==> config.mk <==
export PLATFORM = sky130hd
export DESIGN_NAME = countdown_timer_flat
export DESIGN_NICKNAME = d
export VERILOG_FILES = /design/src/rtl/countdown_timer_if.sv /design/src/rtl/countdown_timer.sv /design/src/flat_wrapper.sv
export SDC_FILE = /design/constraint.sdc
export NUM_CORES = 1
export LEC_CHECK = 0
export CAP_MARGIN = 20
export CORE_MARGIN = 4
export CORE_UTILIZATION = 45
export CTS_BUF_LIST = sky130_fd_sc_hd__clkbuf_16
export DETAILED_ROUTE_END_ITERATION = 10
export PLACE_DENSITY_LB_ADDON = 0.05
export SYNTH_ARGS = -nofsm -noshare
export SYNTH_HDL_FRONTEND = slang
export SYNTH_SLANG_ARGS = --single-unit
==> constraint.sdc <==
create_clock -name clk100hz -period 4.3 [get_ports clk100hz]
set_input_delay 0.86 -clock clk100hz [delete_from_list [all_inputs] [get_ports clk100hz]]
set_output_delay 0.86 -clock clk100hz [all_outputs]
set_load 0.05 [all_outputs]
==> src/rtl/countdown_timer_if.sv <==
// Control, preset and display/status signals between the key block, the
// countdown timer and the display mux / buzzer driver.
interface countdown_timer_if;

    // Control pulses and preset digits (BCD)
    logic       load;
    logic       start_stop;
    logic [3:0] preset_min_t;
    logic [3:0] preset_min_u;
    logic [3:0] preset_sec_t;
    logic [3:0] preset_sec_u;

    // Current count (BCD) and status
    logic [3:0] min_t;
    logic [3:0] min_u;
    logic [3:0] sec_t;
    logic [3:0] sec_u;
    logic [3:0] cs_t;
    logic [3:0] cs_u;
    logic       running;
    logic       done;
    logic       alarm;

    // Key block / controller side
    modport master (
        output load,
        output start_stop,
        output preset_min_t,
        output preset_min_u,
        output preset_sec_t,
        output preset_sec_u,
        input  min_t,
        input  min_u,
        input  sec_t,
        input  sec_u,
        input  cs_t,
        input  cs_u,
        input  running,
        input  done,
        input  alarm
    );

    // Timer side
    modport slave (
        input  load,
        input  start_stop,
        input  preset_min_t,
        input  preset_min_u,
        input  preset_sec_t,
        input  preset_sec_u,
        output min_t,
        output min_u,
        output sec_t,
        output sec_u,
        output cs_t,
        output cs_u,
        output running,
        output done,
        output alarm
    );

endinterface

==> src/rtl/countdown_timer.sv <==
// BCD MM:SS.cc countdown timer, one hundredth per clk100hz edge.
// Borrow-chained down-counter with IDLE/RUN/PAUSE/ALARM control; the alarm
// output is held for ALARM_TICKS cycles after the count reaches zero.
module countdown_timer #(
    parameter int unsigned ALARM_TICKS = 300
) (
    input  logic             clk100hz,
    input  logic             rst,
    countdown_timer_if.slave io_bus
);

    typedef enum logic [1:0] {
        StIdle,
        StRun,
        StPause,
        StAlarm
    } state_e;

    // Last value of the alarm timer before returning to IDLE
    localparam logic [9:0] AlarmLast = 10'(ALARM_TICKS - 1);

    // Saturate a preset digit to its legal maximum
    function automatic logic [3:0] clamp_digit(input logic [3:0] d, input logic [3:0] lim);
        return (d > lim) ? lim : d;
    endfunction

    // One mod-N down-count step: 0 wraps to the stage maximum
    function automatic logic [3:0] dec_digit(input logic [3:0] d, input logic [3:0] wrap);
        return (d == 4'd0) ? wrap : d - 4'd1;
    endfunction

    state_e     r_state;
    state_e     w_state_d;

    logic [3:0] r_min_t, r_min_u, r_sec_t, r_sec_u, r_cs_t, r_cs_u;
    logic [3:0] w_min_t_d, w_min_u_d, w_sec_t_d, w_sec_u_d, w_cs_t_d, w_cs_u_d;

    logic [9:0] r_alarm_cnt;
    logic [9:0] w_alarm_cnt_d;

    logic       r_running, r_done, r_alarm;
    logic       w_running_d, w_done_d, w_alarm_d;

    // Borrow into each stage: every lower stage is currently zero
    logic       w_brw_cs_t, w_brw_sec_u, w_brw_sec_t, w_brw_min_u, w_brw_min_t;
    logic       w_count_zero;
    logic       w_count_one;
    logic       w_alarm_last;
    logic       w_tick;
    logic       w_load;
    logic       w_start_stop;

    assign w_load       = io_bus.load;
    assign w_start_stop = io_bus.start_stop;

    assign w_brw_cs_t   = (r_cs_u == 4'd0);
    assign w_brw_sec_u  = w_brw_cs_t  && (r_cs_t  == 4'd0);
    assign w_brw_sec_t  = w_brw_sec_u && (r_sec_u == 4'd0);
    assign w_brw_min_u  = w_brw_sec_t && (r_sec_t == 4'd0);
    assign w_brw_min_t  = w_brw_min_u && (r_min_u == 4'd0);
    assign w_count_zero = w_brw_min_t && (r_min_t == 4'd0);

    // 00:00.01 is the last count before the terminal edge
    assign w_count_one  = (r_min_t == 4'd0) && (r_min_u == 4'd0) && (r_sec_t == 4'd0) &&
                          (r_sec_u == 4'd0) && (r_cs_t == 4'd0) && (r_cs_u == 4'd1);

    assign w_alarm_last = (r_alarm_cnt == AlarmLast);

    // Control pulses take priority over the count tick; never tick past zero
    assign w_tick = (r_state == StRun) && !w_load && !w_start_stop && !w_count_zero;

    // State register
    always_ff @(posedge clk100hz or negedge rst) begin
        if (!rst) begin
            r_state <= StIdle;
        end else begin
            r_state <= w_state_d;
        end
    end

    // Next-state decode: load > start_stop > tick
    always_comb begin
        w_state_d = r_state;
        if (w_load) begin
            w_state_d = StIdle;
        end else if (w_start_stop) begin
            unique case (r_state)
                StIdle:  w_state_d = w_count_zero ? StIdle : StRun;
                StRun:   w_state_d = StPause;
                StPause: w_state_d = StRun;
                StAlarm: w_state_d = StIdle;
                default: w_state_d = StIdle;
            endcase
        end else begin
            unique case (r_state)
                StIdle:  w_state_d = StIdle;
                StRun:   w_state_d = w_count_one ? StAlarm : StRun;
                StPause: w_state_d = StPause;
                StAlarm: w_state_d = w_alarm_last ? StIdle : StAlarm;
                default: w_state_d = StIdle;
            endcase
        end
    end

    // Next values of the registered status outputs, derived from the next state
    always_comb begin
        w_running_d = (w_state_d == StRun);
        w_alarm_d   = (w_state_d == StAlarm);
        w_done_d    = (r_state == StRun) && (w_state_d == StAlarm);
    end

    // Status output registers
    always_ff @(posedge clk100hz or negedge rst) begin
        if (!rst) begin
            r_running <= 1'b0;
            r_done    <= 1'b0;
            r_alarm   <= 1'b0;
        end else begin
            r_running <= w_running_d;
            r_done    <= w_done_d;
            r_alarm   <= w_alarm_d;
        end
    end

    // Alarm timer: counts edges spent in ALARM, zero everywhere else
    always_comb begin
        w_alarm_cnt_d = 10'd0;
        if ((r_state == StAlarm) && (w_state_d == StAlarm)) begin
            w_alarm_cnt_d = r_alarm_cnt + 10'd1;
        end
    end

    // Alarm timer register
    always_ff @(posedge clk100hz or negedge rst) begin
        if (!rst) begin
            r_alarm_cnt <= 10'd0;
        end else begin
            r_alarm_cnt <= w_alarm_cnt_d;
        end
    end

    // Digit datapath: clamped preset on load, borrow-chain decrement on tick
    always_comb begin
        w_min_t_d = r_min_t;
        w_min_u_d = r_min_u;
        w_sec_t_d = r_sec_t;
        w_sec_u_d = r_sec_u;
        w_cs_t_d  = r_cs_t;
        w_cs_u_d  = r_cs_u;
        if (w_load) begin
            w_min_t_d = clamp_digit(io_bus.preset_min_t, 4'd5);
            w_min_u_d = clamp_digit(io_bus.preset_min_u, 4'd9);
            w_sec_t_d = clamp_digit(io_bus.preset_sec_t, 4'd5);
            w_sec_u_d = clamp_digit(io_bus.preset_sec_u, 4'd9);
            w_cs_t_d  = 4'd0;
            w_cs_u_d  = 4'd0;
        end else if (w_tick) begin
            w_cs_u_d = dec_digit(r_cs_u, 4'd9);
            if (w_brw_cs_t) begin
                w_cs_t_d = dec_digit(r_cs_t, 4'd9);
            end
            if (w_brw_sec_u) begin
                w_sec_u_d = dec_digit(r_sec_u, 4'd9);
            end
            if (w_brw_sec_t) begin
                w_sec_t_d = dec_digit(r_sec_t, 4'd5);
            end
            if (w_brw_min_u) begin
                w_min_u_d = dec_digit(r_min_u, 4'd9);
            end
            // w_tick excludes a zero count, so min_t is nonzero whenever it borrows
            if (w_brw_min_t) begin
                w_min_t_d = r_min_t - 4'd1;
            end
        end
    end

    // Digit registers
    always_ff @(posedge clk100hz or negedge rst) begin
        if (!rst) begin
            r_min_t <= 4'd0;
            r_min_u <= 4'd0;
            r_sec_t <= 4'd0;
            r_sec_u <= 4'd0;
            r_cs_t  <= 4'd0;
            r_cs_u  <= 4'd0;
        end else begin
            r_min_t <= w_min_t_d;
            r_min_u <= w_min_u_d;
            r_sec_t <= w_sec_t_d;
            r_sec_u <= w_sec_u_d;
            r_cs_t  <= w_cs_t_d;
            r_cs_u  <= w_cs_u_d;
        end
    end

    assign io_bus.min_t   = r_min_t;
    assign io_bus.min_u   = r_min_u;
    assign io_bus.sec_t   = r_sec_t;
    assign io_bus.sec_u   = r_sec_u;
    assign io_bus.cs_t    = r_cs_t;
    assign io_bus.cs_u    = r_cs_u;
    assign io_bus.running = r_running;
    assign io_bus.done    = r_done;
    assign io_bus.alarm   = r_alarm;

endmodule

==> src/flat_wrapper.sv <==
// flat-port wrapper written by rule: the top's interface ports become plain ports
module countdown_timer_flat 
#(
    parameter int unsigned ALARM_TICKS = 300
)
  (clk100hz, rst, io_bus_load, io_bus_start_stop, io_bus_preset_min_t, io_bus_preset_min_u, io_bus_preset_sec_t, io_bus_preset_sec_u, io_bus_min_t, io_bus_min_u, io_bus_sec_t, io_bus_sec_u, io_bus_cs_t, io_bus_cs_u, io_bus_running, io_bus_done, io_bus_alarm);
  countdown_timer_if io_bus_i ();
  input  logic clk100hz;
  input  logic rst;
  input wire logic [$bits(io_bus_i.load)-1:0] io_bus_load;
  input wire logic [$bits(io_bus_i.start_stop)-1:0] io_bus_start_stop;
  input wire logic [$bits(io_bus_i.preset_min_t)-1:0] io_bus_preset_min_t;
  input wire logic [$bits(io_bus_i.preset_min_u)-1:0] io_bus_preset_min_u;
  input wire logic [$bits(io_bus_i.preset_sec_t)-1:0] io_bus_preset_sec_t;
  input wire logic [$bits(io_bus_i.preset_sec_u)-1:0] io_bus_preset_sec_u;
  output wire logic [$bits(io_bus_i.min_t)-1:0] io_bus_min_t;
  output wire logic [$bits(io_bus_i.min_u)-1:0] io_bus_min_u;
  output wire logic [$bits(io_bus_i.sec_t)-1:0] io_bus_sec_t;
  output wire logic [$bits(io_bus_i.sec_u)-1:0] io_bus_sec_u;
  output wire logic [$bits(io_bus_i.cs_t)-1:0] io_bus_cs_t;
  output wire logic [$bits(io_bus_i.cs_u)-1:0] io_bus_cs_u;
  output wire logic [$bits(io_bus_i.running)-1:0] io_bus_running;
  output wire logic [$bits(io_bus_i.done)-1:0] io_bus_done;
  output wire logic [$bits(io_bus_i.alarm)-1:0] io_bus_alarm;
  assign io_bus_i.load = io_bus_load;
  assign io_bus_i.start_stop = io_bus_start_stop;
  assign io_bus_i.preset_min_t = io_bus_preset_min_t;
  assign io_bus_i.preset_min_u = io_bus_preset_min_u;
  assign io_bus_i.preset_sec_t = io_bus_preset_sec_t;
  assign io_bus_i.preset_sec_u = io_bus_preset_sec_u;
  assign io_bus_min_t = io_bus_i.min_t;
  assign io_bus_min_u = io_bus_i.min_u;
  assign io_bus_sec_t = io_bus_i.sec_t;
  assign io_bus_sec_u = io_bus_i.sec_u;
  assign io_bus_cs_t = io_bus_i.cs_t;
  assign io_bus_cs_u = io_bus_i.cs_u;
  assign io_bus_running = io_bus_i.running;
  assign io_bus_done = io_bus_i.done;
  assign io_bus_alarm = io_bus_i.alarm;
  countdown_timer #(.ALARM_TICKS(ALARM_TICKS)) u_core (.clk100hz(clk100hz), .rst(rst), .io_bus(io_bus_i));
endmodule
==> results of run 1 <==
[final cells by class]
class / instances / area [sq um]
clock inverters: 3 / 43.8
fillers: 413 / 1840
repair buffers: 47 / 463
clock buffers: 5 / 125
multi-input cells: 183 / 1270
inverters: 11 / 41.3
well taps: 67 / 83.8
flip-flops and latches: 39 / 976
[flip-flops by register name, indices dropped and copies added, names as in the netlist]
signal                 flops
u_core.io_bus.running      1
u_core.r_alarm_cnt        10
u_core.r_state             2
u_core.io_bus.sec_t        4
u_core.io_bus.alarm        1
u_core.io_bus.min_t        4
u_core.io_bus.cs_u         4
u_core.io_bus.min_u        4
u_core.io_bus.done         1
u_core.io_bus.cs_t         4
u_core.io_bus.sec_u        4
[per-stage QoR]
| stage | utilization (%) | instance area (sq um) |
|---|---|---|
| global route | 62.0 | 3010 |
| floorplan | - | 2310 |
| CTS | 62.0 | 3010 |
| detailed placement | 58.5 | 2840 |
| global placement | 58.5 | 2840 |
| finish | 62.0 | 3010 |
[cells in the mapped netlist (all sizes together) (2+ instances only)]
library cell   n  area, sq um
a311oi         5         50.0
clkbuf         4         15.0
nor3           6         41.3
nor3b          9         95.1
ha             8          100
nor2b          2         12.5
o211ai         2         15.0
nor4           5         52.6
o21a           4         30.0
nand4          7         58.8
and3           5         31.3
or3b           3         26.3
or4            5         41.3
nand3b         3         22.5
xor2           7         61.3
o22ai          4         25.0
dfrtp         39          976
nand3          7         35.0
and2           5         31.3
a31oi          2         12.5
inv           11         41.3
mux2i          2         20.0
nand2         14         52.6
a21oi         12         60.1
xnor2          8         70.1
and4           2         17.5
nor2          30          120
o41ai          2         25.0
o21ai         13         65.1
[report_power, final]
group          internal, W  switching [W]
Combinational    0.0000905       0.000148
Sequential        0.000386      0.0000297
Clock             0.000273       0.000142
Total             0.000750       0.000320
[cells in the final DEF (no fill, tap or decap), drive strengths merged, types with 4 or more instances in the layout]
cell / netlist / routed
nand4: 7 / 7
o21ai: 13 / 13
nand2: 14 / 14
clkbuf: 4 / 5
a311oi: 5 / 5
nor3b: 9 / 9
nor4: 5 / 5
xnor2: 8 / 8
nand3: 7 / 7
or4: 5 / 5
dfrtp: 39 / 39
a21oi: 12 / 12
inv: 11 / 11
and3: 5 / 5
o22ai: 4 / 4
ha: 8 / 8
xor2: 7 / 7
nor2: 30 / 30
nor3: 6 / 6
clkdlybuf4s50: 0 / 45
and2: 5 / 5
o21a: 4 / 4
[path summary, 6_finish.rpt]
check                                                  startpoint                                 end  slack [ps]
max in group asynchronous                                     rst  u_core.io_bus.sec_t[0]$_DFFE_PN0P_        3040
worst max register to register  u_core.io_bus.cs_u[0]$_DFFE_PN0P_  u_core.io_bus.sec_t[1]$_DFFE_PN0P_        2020
min in group asynchronous                                     rst   u_core.io_bus.cs_u[2]$_DFFE_PN0P_         700
worst max-delay path                            io_bus_start_stop  u_core.io_bus.sec_t[1]$_DFFE_PN0P_        1720
worst min-delay path              u_core.r_alarm_cnt[0]$_DFF_PN0_     u_core.r_alarm_cnt[0]$_DFF_PN0_         450
worst min register to register    u_core.r_alarm_cnt[0]$_DFF_PN0_     u_core.r_alarm_cnt[0]$_DFF_PN0_         450
[per-layer routing]
| metal | global-route usage [%] | vias up |
|---|---|---|
| met5 | 0 | - |
| met4 | 5.67 | 0 |
| met3 | 2.82 | 7 |
| met2 | 29.4 | 36 |
| met1 | 23.0 | 924 |
| li1 | - | 974 |
[logic make-up (layout without fill, tap and decap cells)]
kind of cell	count (synthesis)	after routing	synth area share, %
adders and majority gates	8	8	4.33
AOI/OAI and AO/OA	51	51	14.8
muxes	3	3	1.35
DFF	39	39	42.2
buffers and inverters	16	66	2.76
xor gates and xnor gates	15	15	5.68
and+or+nand+nor	106	106	28.9
==> impl_metrics.tcl, run 1 <==
set metrics [dict create \
    p_leak_nw 1.20 \
    grt_use_total_pct 17.5 \
    worst_path_largest_cell_delay_ps 520 \
    die_x_um 79.7 \
    via_per_inst 5.47 \
    maxClockFrequency_ghz 0.388 \
    ant_nets 0 \
    cts-hold-fix-buffers 0 \
    end_kind "register" \
    finalCriticalPeriod_ps 2580 \
    ys_types 53 \
    yosys_warnings 0 \
    path_max_fanout 7 \
    drt-total-wl_um 5150 \
    crit_type "in2reg" \
    portBuffers 46 \
    timing.slew.headroom_pct 41.2 \
    critical_path.n_buffers_inverters 1 \
    yosys_most_used_dff "dfrtp_1" \
    crit_family "simple AND/OR/NAND/NOR gates" \
    clkSinkCount 39 \
    reg2regPathDepth 7 \
    h-tree-depth 2 \
    antenna_cells 0 \
    cp_cell_sequence "clkdlybuf4s50_1 -> nor3b_4 -> nand4_4 -> or4_1 -> a31oi_1 -> o31ai_1" \
    synth.cell_area_sq_um 2310 \
    cts_setup_buffers 0 \
    cts_resized 0 \
    clk_path_buf_depth 2 \
    dr_wl_met3_um 199 \
    holdWs_ps 454 \
    cts_tree "yes" \
    wl_per_cell_um 14.5 \
    setup_tns_ps 0 \
    synthesis.instances 238 \
    rows 25 \
    synth_edf_count 0 \
    clk_pin_slew_ps 60 \
    dieArea_sq_um 6350 \
    start_kind "primary input" \
    die_h_um 79.7 \
    preCtsSetupSlack_ps 1470 \
    antenna_found_initial 0 \
    boundaryPins 47 \
    avgSynthCellArea_sq_um 9.72 \
    fin_skew_ps 3.15 \
    layout-drive-gt1-share_pct 9.03 \
    dr.max_layer_used "met4" \
    setup_viol 0 \
    slew_viol_final 0 \
    num_vias 1941 \
    vdd_drop_max_mv 0.211 \
    drv_cap 0 \
    initialDrtViolationCount 128 \
    setup_slack_ps 1720 \
    area_growth_pct 30.0 \
    grt_max_degree 40 \
    finalNetCount 315 \
    ys_seq_area_share_pct 42.2 \
    rsz0062_at_grt "no" \
    dp_hpwl_um 3820 \
    synth_nets 266 \
    async_flop_share_pct 100 \
    place_inst 347 \
    core-area_sq_um 4850 \
    tightest_slew_ps 882 \
    grt_pass1_vias 1895 \
    cp.required_ps 4450 \
    cts_root_buffer "clkbuf_16" \
    slowest_stage "clkdlybuf4s50_1" \
    period_share_pct 60.0 \
    post-route-drc-count 0 \
    grt-ovfl-total 0 \
    power_density_nw_per_um2 356 \
    wl_met2_um 2520 \
    finalPower_w 0.00107 \
    numCtsBuffers 5 \
    stdcell_count 355 \
    hp-class "reg2reg" \
    worstHoldPathCells 1 \
    hold_viol_final 0 \
    crit_arrival_ps 2730 \
    outcome "complete, no violations" \
    dr.pass1.iters 4 \
    ys_seq_elements 39 \
    clk_latency_ps 280 \
    path_depth 6 \
    routabilityCongestion 0.809 \
    wl_met1_um 2380 \
    initial_utilization_pct 47.7 \
    grt_pass1_wl_um 8910 \
]
Power figures use the tool's default switching activity.
==> run 2: changes to the inputs <==
==> constraint.sdc (replaced) <==
create_clock -name clk100hz -period 2.2 [get_ports clk100hz]
set_input_delay 0.44 -clock clk100hz [delete_from_list [all_inputs] [get_ports clk100hz]]
set_output_delay 0.44 -clock clk100hz [all_outputs]
set_load 0.05 [all_outputs]
==> impl_metrics.tcl, run 2 (synthesized netlist as in run 1, its figures left out) <==
set metrics [dict create \
    via_per_inst 5.38 \
    final_common_cell "clkdlybuf4s50_1" \
    grt_pass1_vias 1855 \
    layout-drive-gt1-share_pct 14.4 \
    slew_viol_final 0 \
    grt_use_total_pct 18.1 \
    crit_arrival_ps 2290 \
    ant_nets 0 \
    finalCriticalPeriod_ps 2120 \
    area_growth_pct 34.7 \
    reg2reg_from "u_core.io_bus.min_t[0]$_DFFE_PN0P_" \
    end_kind "register" \
    grt-ovfl-total 0 \
    tightest_slew_ps 498 \
    outcome "complete, no violations" \
    h-tree-depth 2 \
    vdd_drop_max_mv 0.422 \
    hold_viol_final 0 \
    drv_cap 0 \
    rrSetupSlack_ps 120 \
    holdWs_ps 32.7 \
    antenna_found_initial 0 \
    dp_hpwl_um 4150 \
    hp-class "in2async" \
    clk_latency_ps 280 \
    largest_reg_flops 10 \
    post-route-drc-count 0 \
    layout_common_cells "45 x clkdlybuf4s50_1, 37 x dfrtp_1, 29 x nor2_1, 19 x buf_4, 14 x nand2_1" \
    drt-total-wl_um 5380 \
    reg2regPathDepth 8 \
    crit_type "in2reg" \
    boundaryPins 47 \
    rsz0062_at_grt "yes" \
    largest-register "u_core.r_alarm_cnt" \
    initialDrtViolationCount 68 \
    period_share_pct 96.5 \
    rows 25 \
    nFillCells 426 \
    die_x_um 79.7 \
    final_area_sq_um 3120 \
    wl_per_cell_um 14.4 \
    grt_pass1_wl_um 8940 \
    path_max_fanout 8 \
    maxClockFrequency_ghz 0.471 \
    r2r-end "u_core.io_bus.alarm$_DFF_PN0_" \
    dr.pass1.iters 4 \
    post_dp_cell_area_sq_um 2960 \
    portBuffers 46 \
    cts-hold-fix-buffers 0 \
    core-area_sq_um 4850 \
    setup_viol 0 \
    numCtsBuffers 5 \
    seq_area_sq_um 978 \
    setup_slack_ps 77.5 \
    power_density_nw_per_um2 636 \
    cp.required_ps 2360 \
    timing.slew.headroom_pct 65.9 \
    grt_max_degree 27 \
    die_h_um 79.7 \
    cts_tree "yes" \
    fin_skew_ps 2.55 \
    finalNetCount 333 \
    initial_utilization_pct 47.7 \
    preCtsSetupSlack_ps -171 \
    clk_pin_slew_ps 50 \
    clkSinkCount 39 \
    num_vias 2008 \
    routabilityCongestion 0.854 \
    antenna_cells 0 \
    setup_tns_ps 0 \
    start_kind "primary input" \
    p_leak_nw 1.27 \
    multi_input_area_sq_um 1280 \
    dieArea_sq_um 6350 \
    cts_root_buffer "clkbuf_16" \
    clk_path_buf_depth 2 \
]
## run 2: power breakdown
group / switching [W] / leakage (nW) / internal, W
Sequential: 0.0000548 / 0.508 / 0.000755
Combinational: 0.000299 / 0.693 / 0.000209
Clock: 0.000258 / 0.0701 / 0.000407
## run 2: metrics by stage
stage	utilization, %	total power, W	cells
after CTS	63.9	0.00199	371
after detailed placement	61.1	0.00132	363
after floorplan	-	0.00112	238
after global routing	64.3	0.00208	373
final	64.3	0.00198	373
after global placement	61.1	0.00132	363
## run 2: how the worst max path moves through the flow
stage	from	endpoint	slack [ps]
6_report	io_bus_start_stop	u_core.io_bus.min_u[3]$_DFFE_PN0P_	80
3_3_place_gp	io_bus_start_stop	u_core.io_bus.min_u[3]$_DFFE_PN0P_	-140
5_1_grt	u_core.io_bus.cs_t[1]$_DFFE_PN0P_	u_core.io_bus.alarm$_DFF_PN0_	-4
2_1_floorplan	u_core.io_bus.cs_t[0]$_DFFE_PN0P_	u_core.io_bus.min_u[3]$_DFFE_PN0P_	40
4_1_cts	u_core.io_bus.cs_u[1]$_DFFE_PN0P_	u_core.io_bus.min_u[3]$_DFFE_PN0P_	60
3_5_place_dp	io_bus_start_stop	u_core.io_bus.min_u[3]$_DFFE_PN0P_	-170
## run 2: layout make-up
| cell class | instances | area share, % |
|---|---|---|
| clock buffers | 5 | 4.01 |
| clock inverters | 3 | 0.361 |
| inverters | 11 | 1.32 |
| multi-input cells | 183 | 41.0 |
| flip-flops and latches | 39 | 31.4 |
| well taps | 67 | 2.69 |
| repair buffers | 65 | 19.2 |
## run 2: critical path, stage by stage
cell             delay, ps
clkdlybuf4s50_1        510
or3b_2                 560
nor2_4                 230
nand4_1                140
xnor2_1                150
mux2_2                 250
## run 2: per-layer routing
| layer | track usage (%) | up-vias | share of wire [%] |
|---|---|---|---|
| li1 | - | 1011 | - |
| met1 | 23.7 | 959 | 47 |
| met2 | 29.9 | 34 | 49 |
| met3 | 4.29 | 4 | 3.5 |
| met4 | 5.15 | 0 | 0.71 |
| met5 | 0 | - | 0 |
## run 2: what timing repair did
| item | in CTS | in global routing |
|---|---|---|
| resized for setup | 0 | 2 |
| setup endpoints to repair | 0 | 11 |
| hold endpoints to repair | 0 | 0 |
| setup buffers | 0 | 2 |
